## config.mk

```make
export PLATFORM = sky130hd
export DESIGN_NAME = aurora_6466b_link_supervisor_flat
export DESIGN_NICKNAME = d
export VERILOG_FILES = /design/src/rtl/aurora_6466b_link_supervisor_if.sv /design/src/rtl/aurora_6466b_link_supervisor.sv /design/src/flat_wrapper.sv
export SDC_FILE = /design/constraint.sdc
export NUM_CORES = 1
export LEC_CHECK = 0
export CAP_MARGIN = 20
export CORE_ASPECT_RATIO = 0.8
export CORE_MARGIN = 1
export CORE_UTILIZATION = 45
export CTS_CLUSTER_DIAMETER = 100
export DETAILED_ROUTE_END_ITERATION = 10
export PLACE_DENSITY_LB_ADDON = 0.15
export SYNTH_ARGS = -nofsm -noshare
export SYNTH_HDL_FRONTEND = slang
export SYNTH_SLANG_ARGS = --single-unit
```

## constraint.sdc

```tcl
create_clock -name clk -period 2.3 [get_ports clk]
set_clock_uncertainty 0.05 [all_clocks]
set_input_delay 0.345 -clock clk [delete_from_list [all_inputs] [get_ports clk]]
set_output_delay 0.345 -clock clk [all_outputs]
set_load 0.01 [all_outputs]
```

## src/rtl/aurora_6466b_link_supervisor_if.sv

```systemverilog
// =============================================================================
// aurora_6466b_link_supervisor_if: control/status bundle between board logic, Aurora core and supervisor. Rev 1.0
// =============================================================================
`default_nettype none

interface aurora_6466b_link_supervisor_if #(
  parameter int MAX_RETRY = 3
);
  localparam int RW = (MAX_RETRY > 0) ? $clog2(MAX_RETRY + 1) : 1;

  logic          link_en;
  logic          force_retrain;
  logic          channel_up;
  logic          hard_err;
  logic          soft_err;
  logic          pma_init;
  logic          reset_pb;
  logic          link_ok;
  logic          link_fail;
  logic [RW-1:0] retry_cnt;
  logic [2:0]    state_o;

  // master = supervisor side, slave = board/core side
  modport master (
    input  link_en, force_retrain, channel_up, hard_err, soft_err,
    output pma_init, reset_pb, link_ok, link_fail, retry_cnt, state_o
  );

  modport slave (
    output link_en, force_retrain, channel_up, hard_err, soft_err,
    input  pma_init, reset_pb, link_ok, link_fail, retry_cnt, state_o
  );
endinterface

`default_nettype wire

```

## src/rtl/aurora_6466b_link_supervisor.sv

```systemverilog
// =============================================================================
// aurora_6466b_link_supervisor: reset, bring-up and retrain sequencer for one Aurora 64B/66B link. Rev 1.0
// =============================================================================
`default_nettype none

module aurora_6466b_link_supervisor #(
  parameter int PMA_HOLD   = 4096,
  parameter int PB_HOLD    = 512,
  parameter int UP_TIMEOUT = 262144,
  parameter int ERR_WIN    = 1024,
  parameter int ERR_LIMIT  = 8,
  parameter int MAX_RETRY  = 3,
  parameter int SIM_ENABLE = 0
) (
  input  wire logic                          clk,
  input  wire logic                          rst,
  aurora_6466b_link_supervisor_if.master     lnk
);

  localparam int PMA_EFF = (SIM_ENABLE != 0) ? 64  : PMA_HOLD;
  localparam int PB_EFF  = (SIM_ENABLE != 0) ? 16  : PB_HOLD;
  localparam int UP_EFF  = (SIM_ENABLE != 0) ? 256 : UP_TIMEOUT;
  localparam int TMAX_A  = (PMA_EFF > PB_EFF) ? PMA_EFF : PB_EFF;
  localparam int TMAX    = (TMAX_A > UP_EFF) ? TMAX_A : UP_EFF;
  localparam int TW      = (TMAX > 1) ? $clog2(TMAX) : 1;
  localparam int WW      = (ERR_WIN > 1) ? $clog2(ERR_WIN) : 1;
  localparam int EW      = $clog2(ERR_LIMIT + 1);
  localparam int RW      = (MAX_RETRY > 0) ? $clog2(MAX_RETRY + 1) : 1;

  typedef enum logic [2:0] {
    IDLE    = 3'd0,
    RST_PMA = 3'd1,
    RST_PB  = 3'd2,
    WAIT_UP = 3'd3,
    LINK_UP = 3'd4,
    FAIL    = 3'd5
  } state_t;

  state_t        state, state_nxt;
  logic [TW-1:0] timer, timer_nxt;
  logic [WW-1:0] win, win_nxt;
  logic [EW-1:0] err, err_nxt;
  logic [RW-1:0] retry, retry_nxt;
  logic          fail_evt;
  logic          win_wrap;
  logic [EW-1:0] err_sum;

  // A soft error seen on the wrap cycle seeds the new window rather than the old one.
  assign win_wrap = (win == WW'(ERR_WIN - 1));
  assign err_sum  = win_wrap                 ? EW'(lnk.soft_err) :
                    (err == EW'(ERR_LIMIT))  ? err               :
                                               err + EW'(lnk.soft_err);

  always_comb begin
    state_nxt = state;
    timer_nxt = timer;
    win_nxt   = win;
    err_nxt   = err;
    retry_nxt = retry;
    fail_evt  = 1'b0;

    if (lnk.force_retrain) begin
      retry_nxt = '0;
      timer_nxt = '0;
      win_nxt   = '0;
      err_nxt   = '0;
      state_nxt = lnk.link_en ? RST_PMA : IDLE;
    end else if (!lnk.link_en && state != FAIL) begin
      timer_nxt = '0;
      win_nxt   = '0;
      err_nxt   = '0;
      state_nxt = IDLE;
    end else begin
      case (state)
        IDLE: begin
          timer_nxt = '0;
          state_nxt = RST_PMA;
        end
        RST_PMA: begin
          if (timer == TW'(PMA_EFF - 1)) begin
            timer_nxt = '0;
            state_nxt = RST_PB;
          end else begin
            timer_nxt = timer + TW'(1);
          end
        end
        RST_PB: begin
          if (timer == TW'(PB_EFF - 1)) begin
            timer_nxt = '0;
            state_nxt = WAIT_UP;
          end else begin
            timer_nxt = timer + TW'(1);
          end
        end
        WAIT_UP: begin
          if (lnk.channel_up) begin
            timer_nxt = '0;
            win_nxt   = '0;
            err_nxt   = '0;
            retry_nxt = '0;
            state_nxt = LINK_UP;
          end else if (timer == TW'(UP_EFF - 1)) begin
            fail_evt = 1'b1;
          end else begin
            timer_nxt = timer + TW'(1);
          end
        end
        LINK_UP: begin
          if (!lnk.channel_up || lnk.hard_err || (err_sum >= EW'(ERR_LIMIT))) begin
            fail_evt = 1'b1;
          end else begin
            win_nxt = win_wrap ? '0 : win + WW'(1);
            err_nxt = err_sum;
          end
        end
        FAIL: begin
          state_nxt = FAIL;
        end
        default: begin
          timer_nxt = '0;
          state_nxt = IDLE;
        end
      endcase

      if (fail_evt) begin
        timer_nxt = '0;
        win_nxt   = '0;
        err_nxt   = '0;
        if (retry < RW'(MAX_RETRY)) begin
          retry_nxt = retry + RW'(1);
          state_nxt = RST_PMA;
        end else begin
          state_nxt = FAIL;
        end
      end
    end
  end

  // Outputs decode the next state so they move on the same edge as the state register.
  always_ff @(posedge clk) begin
    if (rst) begin
      state         <= IDLE;
      timer         <= '0;
      win           <= '0;
      err           <= '0;
      retry         <= '0;
      lnk.pma_init  <= 1'b1;
      lnk.reset_pb  <= 1'b1;
      lnk.link_ok   <= 1'b0;
      lnk.link_fail <= 1'b0;
    end else begin
      state         <= state_nxt;
      timer         <= timer_nxt;
      win           <= win_nxt;
      err           <= err_nxt;
      retry         <= retry_nxt;
      lnk.pma_init  <= (state_nxt == IDLE) || (state_nxt == RST_PMA) || (state_nxt == FAIL);
      lnk.reset_pb  <= (state_nxt == IDLE) || (state_nxt == RST_PMA) ||
                       (state_nxt == RST_PB) || (state_nxt == FAIL);
      lnk.link_ok   <= (state_nxt == LINK_UP);
      lnk.link_fail <= (state_nxt == FAIL);
    end
  end

  assign lnk.retry_cnt = retry;
  assign lnk.state_o   = state;

endmodule

`default_nettype wire
```

## src/flat_wrapper.sv

```systemverilog
// flat-port wrapper written by rule: the top's interface ports become plain ports
module aurora_6466b_link_supervisor_flat 
#(
  parameter int PMA_HOLD   = 4096,
  parameter int PB_HOLD    = 512,
  parameter int UP_TIMEOUT = 262144,
  parameter int ERR_WIN    = 1024,
  parameter int ERR_LIMIT  = 8,
  parameter int MAX_RETRY  = 3,
  parameter int SIM_ENABLE = 0
)
  (clk, rst, lnk_link_en, lnk_force_retrain, lnk_channel_up, lnk_hard_err, lnk_soft_err, lnk_pma_init, lnk_reset_pb, lnk_link_ok, lnk_link_fail, lnk_retry_cnt, lnk_state_o);
  aurora_6466b_link_supervisor_if #(.MAX_RETRY(MAX_RETRY)) lnk_i ();
  input  wire logic clk;
  input  wire logic rst;
  input wire logic [$bits(lnk_i.link_en)-1:0] lnk_link_en;
  input wire logic [$bits(lnk_i.force_retrain)-1:0] lnk_force_retrain;
  input wire logic [$bits(lnk_i.channel_up)-1:0] lnk_channel_up;
  input wire logic [$bits(lnk_i.hard_err)-1:0] lnk_hard_err;
  input wire logic [$bits(lnk_i.soft_err)-1:0] lnk_soft_err;
  output wire logic [$bits(lnk_i.pma_init)-1:0] lnk_pma_init;
  output wire logic [$bits(lnk_i.reset_pb)-1:0] lnk_reset_pb;
  output wire logic [$bits(lnk_i.link_ok)-1:0] lnk_link_ok;
  output wire logic [$bits(lnk_i.link_fail)-1:0] lnk_link_fail;
  output wire logic [$bits(lnk_i.retry_cnt)-1:0] lnk_retry_cnt;
  output wire logic [$bits(lnk_i.state_o)-1:0] lnk_state_o;
  assign lnk_i.link_en = lnk_link_en;
  assign lnk_i.force_retrain = lnk_force_retrain;
  assign lnk_i.channel_up = lnk_channel_up;
  assign lnk_i.hard_err = lnk_hard_err;
  assign lnk_i.soft_err = lnk_soft_err;
  assign lnk_pma_init = lnk_i.pma_init;
  assign lnk_reset_pb = lnk_i.reset_pb;
  assign lnk_link_ok = lnk_i.link_ok;
  assign lnk_link_fail = lnk_i.link_fail;
  assign lnk_retry_cnt = lnk_i.retry_cnt;
  assign lnk_state_o = lnk_i.state_o;
  aurora_6466b_link_supervisor #(.PMA_HOLD(PMA_HOLD), .PB_HOLD(PB_HOLD), .UP_TIMEOUT(UP_TIMEOUT), .ERR_WIN(ERR_WIN), .ERR_LIMIT(ERR_LIMIT), .MAX_RETRY(MAX_RETRY), .SIM_ENABLE(SIM_ENABLE)) u_core (.clk(clk), .rst(rst), .lnk(lnk_i));
endmodule
```

======== After elaboration in Yosys (flattened, before gate mapping) ========
Index checks and enable logic that the tools add are counted.
storage, ports and cells
  bits in registers ....................... 41
  input port bits ......................... 7
  output and inout port bits .............. 9
  word-level logic and storage cells ...... 84
cells by class
  add/subtract/negate cells ............... 4
  order comparisons ....................... 2
  equal/unequal tests ..................... 18
  muxes and demuxes ....................... 33
  bitwise operators ....................... 1
  reductions and logical operators ........ 17
operator list
  kind                                                                     count
  18-bit two-way mux                                                       4
  18-bit one-hot mux with 4 select lines                                   1
  10-bit two-way mux                                                       3
  3-bit two-way mux                                                        7
  10-bit one-hot mux with 2 select lines                                   1
  18-bit by 1-bit adder with 18-bit output, second input constant          1
  18-bit by 12-bit equality test with 1-bit output, second input constant  1
  18-bit equality test, second input constant                              1
  18-bit by 9-bit equality test with 1-bit output, second input constant   1
  3-bit one-hot mux with 6 select lines                                    1
  4-bit two-way mux                                                        4
  3-bit equality test, second input constant                               4
  10-bit by 1-bit adder with 10-bit output, second input constant          1
  10-bit equality test, second input constant                              1
  3-bit by 2-bit equality test with 1-bit output, second input constant    3
  2-bit two-way mux                                                        4
  4-bit one-hot mux with 2 select lines                                    1
  3-bit by 1-bit equality test with 1-bit output, second input constant    2
  3-bit logical NOT                                                        2
  1-bit logical OR                                                         6
  1-bit two-way mux                                                        6
  3-bit != test, second input constant                                     2
  4-bit by 1-bit adder with 4-bit output                                   1
  4-bit equality test, second input constant                               1
  other kinds (13)                                                         16

======== Longest topological paths before layout ========
Gate-level depths: netlist of the first run.
  depth in word-level cells ............... 16
  depth in mapped cells ................... 9
  depth with buffers taken out ............ 7

======== Worst setup path before layout of the first run ========
Ideal clock, no wire load.
  path type ............................... register to register
  from .................................... register u_core.state[2] (netlist: u_core.lnk.state_o[2])
  to ...................................... register u_core.retry[1] (netlist: u_core.lnk.retry_cnt[1])
  setup time .............................. 0.091 ns
  arrival ................................. 1.949 ns
  required time ........................... 2.159 ns
  path slack .............................. 0.210 ns
  stages on the path, launching flop included .. 8
  buffers on the path ..................... 2
  period minus slack after synthesis ...... 2.090 ns
  path through ............................ dfxtp_1 -> nor2b_1 -> buf_2 -> nand2b_1 -> buf_12 -> o21a_4 -> or4b_1 -> a311oi_1
on the way
  word-level cells in the longest chain between the ends .. 5
  elaborated cells between the ends (all ways) .. 10
  those cells by class .................... 3 x eq/ne; 6 x mux; 1 x reduce/logical
RTL lines
  element                                                                                RTL line                             source
  start: declaration                                                                     aurora_6466b_link_supervisor.sv:39   state_t state, state_nxt;
  start signal: assignment                                                               aurora_6466b_link_supervisor.sv:152  state <= state_nxt;
  3-bit equality test or 3-bit by 2-bit equality test with 1-bit output (tied branches)  aurora_6466b_link_supervisor.sv:74   case (state)
  1-bit one-hot mux with 2 select lines                                                  aurora_6466b_link_supervisor.sv:74
  1-bit two-way mux                                                                      aurora_6466b_link_supervisor.sv:68   end else if (!lnk.link_en && state != FAIL) begin
  1-bit two-way mux                                                                      aurora_6466b_link_supervisor.sv:62   if (lnk.force_retrain) begin
  2-bit two-way mux                                                                      aurora_6466b_link_supervisor.sv:125  if (fail_evt) begin
  end signal: assignment                                                                 aurora_6466b_link_supervisor.sv:156  retry <= retry_nxt;
  end: declaration                                                                       aurora_6466b_link_supervisor.sv:43   logic [RW-1:0] retry, retry_nxt;
Several ways; a longest one is shown, not always the timed one. The select of a mux whose other input is x is not followed.
A chain may end at the register's enable or synchronous reset.

======== Worst setup path after layout of the first run ========
  from .................................... register u_core.win[0]
  to ...................................... register u_core.win[8]
on the way
  word-level cells in the longest chain between the ends .. 9
  elaborated cells between the ends (all ways) .. 15
  those cells by class .................... 1 x add/sub; 1 x order compare; 2 x eq/ne; 8 x mux; 3 x reduce/logical
RTL lines
  element                                RTL line                             source
  start: declaration                     aurora_6466b_link_supervisor.sv:41   logic [WW-1:0] win, win_nxt;
  start signal: assignment               aurora_6466b_link_supervisor.sv:154  win <= win_nxt;
  10-bit equality test                   aurora_6466b_link_supervisor.sv:49   assign win_wrap = (win == WW'(ERR_WIN - 1));
  4-bit two-way mux                      aurora_6466b_link_supervisor.sv:50   assign err_sum = win_wrap ? EW'(lnk.soft_err) :
  4-bit greater-or-equal comparator      aurora_6466b_link_supervisor.sv:109  if (!lnk.channel_up || lnk.hard_err || (err_sum >= EW'(ERR_LIMIT))) begin
  1-bit logical OR                       aurora_6466b_link_supervisor.sv:109
  1-bit two-way mux                      aurora_6466b_link_supervisor.sv:109
  1-bit one-hot mux with 2 select lines  aurora_6466b_link_supervisor.sv:74
  1-bit two-way mux                      aurora_6466b_link_supervisor.sv:68
  1-bit two-way mux                      aurora_6466b_link_supervisor.sv:62
  4-bit OR reduction (no line)           n/a
Several ways; a longest one is shown, not always the timed one. The select of a mux whose other input is x is not followed.

==> results of run 1 <==
==> final cells by class <==
type / instances / area (µm²)
inverters: 2 / 7.51
well taps: 60 / 75.1
clock buffers: 8 / 80.1
multi-input cells: 211 / 1310
repair buffers: 45 / 378
fillers: 433 / 1950
flip-flops and latches: 41 / 821
==> kinds of logic after synthesis <==
logic type	after synthesis	share of synthesized area, %
compound gates	57	17.1
xor+xnor	16	6.44
fa+ha+maj	5	2.87
buf+inv	11	2.93
flops	41	37.7
simple gates	133	32.9
==> sequential cells by signal, summed over array words and instances (netlist names) <==
register	cells
u_core.lnk.pma_init	1
u_core.lnk.reset_pb	1
u_core.lnk.retry_cnt	2
u_core.win	10
u_core.lnk.link_fail	1
u_core.timer	18
u_core.lnk.link_ok	1
u_core.err	4
u_core.lnk.state_o	3
==> worst reg2reg max path, cell delays in order (launching register included) <==
cell and delay (ns):
dfxtp_1 0.36, ha_1 0.23, nand4_1 0.15, nor3_2 0.18, o21a_1 0.22, a21oi_1 0.08, buf_4 0.17, or4_1 0.46
a21oi_1 0.15
==> metal layers <==
metal,vias to the layer above,share of wire [%],GRT usage [%]
met5,-,0,0
li1,1045,-,-
met2,30,43,31.1
met3,4,3.0,4.57
met4,0,0.78,4.69
met1,900,53,28.6
==> power groups by stage <==
stage	registers (W)	logic (W)	clock network, W
after CTS	0.000714	0.0000616	0.000470
final	0.000714	0.0000617	0.000454
after detailed placement	0.000731	0.0000612	0
after floorplan	0.000730	0.0000259	0
after global placement	0.000731	0.0000608	0
after global routing	0.000714	0.0000682	0.000494
==> synthesized netlist by cell type, drive strengths merged <==
| master | number |
|---|---|
| nand3 | 16 |
| or3 | 3 |
| o211ai | 4 |
| nand4 | 8 |
| buf | 6 |
| or4 | 5 |
| nor4 | 4 |
| o21ai | 11 |
| o31ai | 2 |
| and2 | 7 |
| nand2 | 27 |
| o2111ai | 1 |
| o311ai | 1 |
| o221a | 1 |
| ha | 5 |
| or4b | 2 |
| nor2b | 5 |
| and3 | 7 |
| xor2 | 12 |
| nor3 | 5 |
| nand3b | 6 |
| nand4b | 1 |
| dfxtp | 41 |
| nand2b | 2 |
| a21oi | 22 |
| nor2 | 31 |
| a211o | 1 |
| o22ai | 2 |
| o21a | 2 |
| a31oi | 2 |
| clkbuf | 3 |
| a211oi | 3 |
| a311oi | 2 |
| xnor2 | 4 |
| nor3b | 1 |
| a21o | 3 |
| inv | 2 |
| and4 | 3 |
==> through the flow <==
| step | total power [W] | hold WS (ns) | util [%] |
|---|---|---|---|
| finish | 0.00123 | 0.417 | 57.8 |
| global route | 0.00128 | 0.417 | 57.8 |
| CTS | 0.00125 | 0.421 | 57.3 |
| detailed placement | 0.000792 | 0.409 | 55.6 |
| global placement | 0.000792 | 0.408 | 55.6 |
| floorplan | 0.000756 | 0.367 | - |
==> worst paths after layout <==
check | endpoint
worst min register to register | u_core.err[3]
worst min-delay path | u_core.err[0]
worst max register to register | u_core.win[8]
worst max-delay path | u_core.win[8]
==> summary.md, run 1 <==
| Metric | Value |
|---|---|
| Post-synthesis average cell area | 8.28 µm² |
| Clock power frac | 36.9% |
| Final setup fails | 0 |
| Cell count after synthesis | 263 |
| P&R area growth vs syn | 22.8% |
| R2R cell count | 8 |
| Syn Std Cell Area | 2180 µm² |
| Final net count | 318 |
| Clk_lat worst skew | 0.28 ns |
| Most frequent cells in the layout | dfxtp_1 (41), nor2_1 (31), buf_4 (30), nand2_1 (26), a21oi_1 (22) |
| Distinct cells, synth | 47 |
| Routed wire length | 4.86 mm |
| FF-to-FF Start | u_core.win[0] |
| Antenna cell count | 0 |
| Worst path slowest cell | or4_1 |
| Share of layout cells above drive strength 1 | 16.3% |
| Clk slew on worst S/H paths | 0.08 ns |
| CORE AREA | 4620 µm² |
| Switching Fraction | 21.9% |
| Total congestion overflow | 0 |
| Critical path endpoint category | flip-flop |
| Vias per cell | 5.39 |
| DR vias | 1979 |
| Port Buffers | 15 |
| Largest net degree at the start of global routing | 15 |
| Critical path launch point | u_core.win[0] |
| Leakage | 0.943 nW |
| # rows | 22 |
| WL per Instance | 13.3 µm |
| Delay-heaviest family, CP | simple AND/OR/NAND/NOR gates |
| Remaining antenna violation count after routing | 0 |
| Psw | 0.000269 W |
| Die Y | 64.2 µm |
| Worst path required time | 2.47 ns |
| Max clock buf depth | 2 |
| Worst slew margin | 73.6% |
| Total CTS buffers | 5 |
| Sequential element share of the synthesized area | 37.7% |
| # IOs | 16 |
| Critical path type | flip-flop to flip-flop |
| Drt first-iter violations | 96 |
| Final cell count without fillers | 367 |
| Most common cell after layout, fill and taps aside | dfxtp_1 |
| Seq pwr share | 58.1% |
| Placed insts | 359 |
| Setup tns final | 0 ns |
| Comb pwr share | 5.0% |
| CP max stage delay | 0.46 ns |
| DRT Pass-1 Iters | 4 |
| # resized after CTS | 0 |
| Status | finished, final reports clean |
| Hold Violations, Final | 0 |
| Internal power | 0.000960 W |
| Hold buffers post-CTS | 0 |
| Starting Density | 47.1% |
| WP depth | 8 |
| Share of the synthesized area in the top cell type | 37.7% |
| GP Congestion | 0.839 |
| Hold depth | 4 |
| Max Clk Rate | 0.473 GHz |
| Htree depth | 2 |
| Crit path cell chain | ha_1 -> nand4_1 -> nor3_2 -> o21a_1 -> a21oi_1 -> buf_4 -> or4_1 -> a21oi_1 |
| Max VDD drop | 308 µV |
| Startpoint types | flip-flop |
| Yosys warning count | 0 |
| DP Worst Slack | -0.273 ns |
| Final min period | 2.11 ns |
| Synthesized flop and latch total | 41 |
| # DRC | 0 |
| CP Max Fanout | 7 |
| Worst path most repeated cell | a21oi_1 |
| R2r setup slk | 0.19 ns |
| Die area | 5120 µm² |
| Total global-route track usage | 20.3% |
| Crit path DAT | 2.28 ns |
| Slew Viols, Final | 0 |
| Fin crit share | 91.9% |
| DP HPWL | 3.58 mm |
| Top post-synthesis cells by area | dfxtp_1 (38%), nor2_1 (5.3%), a21oi_1 (5.1%) |
| Clock sinks | 41 |
| Measured slew at the worst slew-check pin | 0.396 ns |
| Initial antenna violation count | 0 |
| CP Buf/Inv Count | 1 |
| Max_cap viols | 0 |
| Post-CTS setup buffer count | 0 |
| Power Dens Cells | 460 nW/µm² |
| First-pass GRT wire length | 8.24 mm |
| Dpl cell area | 2570 µm² |
| Largest area contributor in the netlist | dfxtp_1 |
| Hold_sp | lnk_soft_err |
| Hold crit path type | primary input to flip-flop |
| Vias in the first global route | 1827 |
| Root Driver | clkbuf_8 |
| Post-route cell area | 2670 µm² |
| Syn nets | 275 |
| Die width | 79.8 µm |
| Post-route worst setup slack | 0.186 ns |
| CTS tree | done |
Note: power is estimated with default switching activity, not from simulation.
==> run 2: changes to the inputs <==
--- a/config.mk
+++ b/config.mk
@@ -12,6 +12,7 @@
 export CTS_CLUSTER_DIAMETER = 100
 export DETAILED_ROUTE_END_ITERATION = 10
 export PLACE_DENSITY_LB_ADDON = 0.15
+export SLEW_MARGIN = 20
 export SYNTH_ARGS = -nofsm -noshare
 export SYNTH_HDL_FRONTEND = slang
 export SYNTH_SLANG_ARGS = --single-unit
==> results of run 2 <==
No change in the layout: final DEF, timing and power equal those of run 1.
==> run 3: changes to the inputs <==
--- a/config.mk
+++ b/config.mk
@@ -8,7 +8,7 @@
 export CAP_MARGIN = 20
 export CORE_ASPECT_RATIO = 0.8
 export CORE_MARGIN = 1
-export CORE_UTILIZATION = 45
+export CORE_UTILIZATION = 25
 export CTS_CLUSTER_DIAMETER = 100
 export DETAILED_ROUTE_END_ITERATION = 10
 export PLACE_DENSITY_LB_ADDON = 0.15
==> run 3 against run 2 <==
Combinational power grew 6.6%. Global-route usage shrank 6.8 points. Power increased by 2.4%. Design area increased by 5.4%. Worst hold slack gained 0.0062 ns. Via count increased by 2.5%. Sequential cell count is the same. Cell count up 16%. Clock power increased by 5.5%. Sequential power barely moved.
==> summary.md, run 3 (synthesis results as in run 1) <==
| Metric | Value |
|---|---|
| Status | finished, final reports clean (unchanged) |
| Unrepaired setup endpoints after global routing | false |
| DRT Pass-1 Iters | 4 (unchanged) |
| Slew Viols, Final | 0 (unchanged) |
| Hold crit path type | primary input to flip-flop (unchanged) |
| DR vias | 2029 (was 1979) |
| Root Driver | clkbuf_8 (unchanged) |
| Vias per cell | 4.75 (was 5.39) |
| Switching Fraction | 21.8% (was 21.9%) |
| Seq pwr share | 56.7% (was 58.1%) |
| Clk_lat worst skew | 0.29 ns (was 0.28 ns) |
| Total global-route track usage | 13.5% (was 20.3%) |
| # rows | 30 (was 22) |
| Total congestion overflow | 0 (unchanged) |
| Fin Hold WS | 0.423 ns (was 0.417 ns) |
| Largest net degree at the start of global routing | 15 (unchanged) |
| Clock power frac | 38.0% (was 36.9%) |
| Max clock buf depth | 2 (unchanged) |
| Initial antenna violation count | 0 (unchanged) |
| Leakage | 0.997 nW (was 0.943 nW) |
| Clock sinks | 41 (unchanged) |
| WL per Instance | 13.1 µm (was 13.3 µm) |
| DP HPWL | 4.25 mm (was 3.58 mm) |
| Max VDD drop | 187 µV (was 308 µV) |
| Clk slew on worst S/H paths | 0.08 ns (about the same) |
| Remaining antenna violation count after routing | 0 (unchanged) |
| Power Dens Cells | 447 nW/µm² (was 460 nW/µm²) |
| Worst path required time | 2.46 ns (was 2.47 ns) |
| DP Worst Slack | -0.301 ns (was -0.273 ns) |
| Psw | 0.000274 W (was 0.000269 W) |
| Die Y | 85.5 µm (was 64.2 µm) |
| Vias in the first global route | 1977 (was 1827) |
| Fin crit share | 94.7% (was 91.9%) |
| Critical path type | flip-flop to flip-flop (unchanged) |
| Die width | 106 µm (was 79.8 µm) |
| Max Clk Rate | 0.459 GHz (was 0.473 GHz) |
| CTS tree | done (unchanged) |
| Worst slew margin | 73.4% (was 73.6%) |
| Max_cap viols | 0 (unchanged) |
| Port Buffers | 15 (unchanged) |
| Die area | 9090 µm² (was 5120 µm²) |
| Starting Density | 25.8% (was 47.1%) |
| Startpoint types | flip-flop (unchanged) |
| # DRC | 0 (unchanged) |
| Internal power | 0.000984 W (was 0.000960 W) |
| Crit path DAT | 2.34 ns (was 2.28 ns) |
| Final min period | 2.18 ns (was 2.11 ns) |
| Drt first-iter violations | 66 (was 96) |
| Critical path endpoint category | flip-flop (unchanged) |
| Setup tns final | 0 ns (unchanged) |
| Share of layout cells above drive strength 1 | 19.4% (was 16.3%) |
| Most common cell after layout, fill and taps aside | dfxtp_1 (unchanged) |
| # IOs | 16 (unchanged) |
| Final net count | 327 (was 318) |
| Biggest register | u_core.timer (unchanged) |
| Final Util | 33.4% (was 57.8%) |
| First-pass GRT wire length | 9.65 mm (was 8.24 mm) |
| Measured slew at the worst slew-check pin | 0.398 ns (was 0.396 ns) |
| Total CTS buffers | 5 (unchanged) |
| CORE AREA | 8450 µm² (was 4620 µm²) |
| Routed wire length | 5.58 mm (was 4.86 mm) |
| Antenna cell count | 0 (unchanged) |
| Hold Violations, Final | 0 (unchanged) |
| Final setup fails | 0 (unchanged) |
| Regs by FF count | u_core.timer (18), u_core.win (10), u_core.err (4) (unchanged) |
| GP Congestion | 0.769 (was 0.839) |
| Number of flip-flops in the largest register | 18 (unchanged) |
| CP Max Fanout | 3 (was 7) |
| Post-route worst setup slack | 0.121 ns (was 0.186 ns) |
| Comb pwr share | 5.2% (was 5.0%) |
| Most frequent cells in the layout | dfxtp_1 (41), buf_4 (39), nor2_1 (31), nand2_1 (26), a21oi_1 (22) (was dfxtp_1 (41), nor2_1 (31), buf_4 (30), nand2_1 (26), a21oi_1 (22)) |
| Htree depth | 2 (unchanged) |
| P&R area growth vs syn | 29.5% (was 22.8%) |
## run 3: layout make-up
cell class,instances,area [µm²]
Sequential cell,41,821
Timing Repair Buffer,54,445
Inverter,2,7.51
Tap cell,112,140
Multi-Input combinational cell,211,1320
Clock buffer,7,86.3
Fill cell,912,5630
## run 3: through the flow
stage	cells	instance area (µm²)	total power (W)
2_1_floorplan	263	2180	0.000756
3_3_place_gp	419	2700	0.000796
3_5_place_dp	419	2700	0.000795
4_1_cts	426	2780	0.00128
5_1_grt	427	2820	0.00132
6_report	427	2820	0.00126
## run 3: worst paths after layout
kind,depth (start not counted),endpoint,slack [ns],startpoint
max,8,u_core.lnk.retry_cnt[0],0.12,u_core.err[0]
min,4,u_core.err[0],0.42,lnk_soft_err
max reg2reg,8,u_core.lnk.retry_cnt[0],0.12,u_core.err[0]
min reg2reg,2,u_core.err[0],0.42,u_core.err[0]
## run 3: routing by layer
layer	GRT usage [%]	routed length, µm	vias up
met1	19.2	3080	937
li1	-	-	1063
met4	4.92	64	0
met5	0	0	-
met2	19.7	2280	25
met3	3.07	153	4
## run 3: power by group through the flow
stage / clock [W] / sequential [W] / combinational, W
finish: 0.000479 / 0.000714 / 0.0000658
global route: 0.000537 / 0.000715 / 0.0000728
CTS: 0.000501 / 0.000714 / 0.0000645
detailed placement: 0 / 0.000731 / 0.0000641
global placement: 0 / 0.000731 / 0.0000649
floorplan: 0 / 0.000730 / 0.0000259
## run 3: what timing repair did
| action | CTS | global route |
|---|---|---|
| hold buffers | 0 | 0 |
| hold endpoints to repair | 0 | 0 |
| resized for setup | 0 | 6 |
| endpoints found under the setup margin | 0 | 5 |
| setup buffers | 0 | 1 |
## run 3: worst max-delay path, cell delays in order, from the launching register on
cell and delay [ns]:
dfxtp_1 0.35, ha_2 0.20, nand3_2 0.09, xor2_2 0.17
o21a_1 0.21, buf_4 0.14, o21a_4 0.19, or4_1 0.48
a311oi_2 0.23
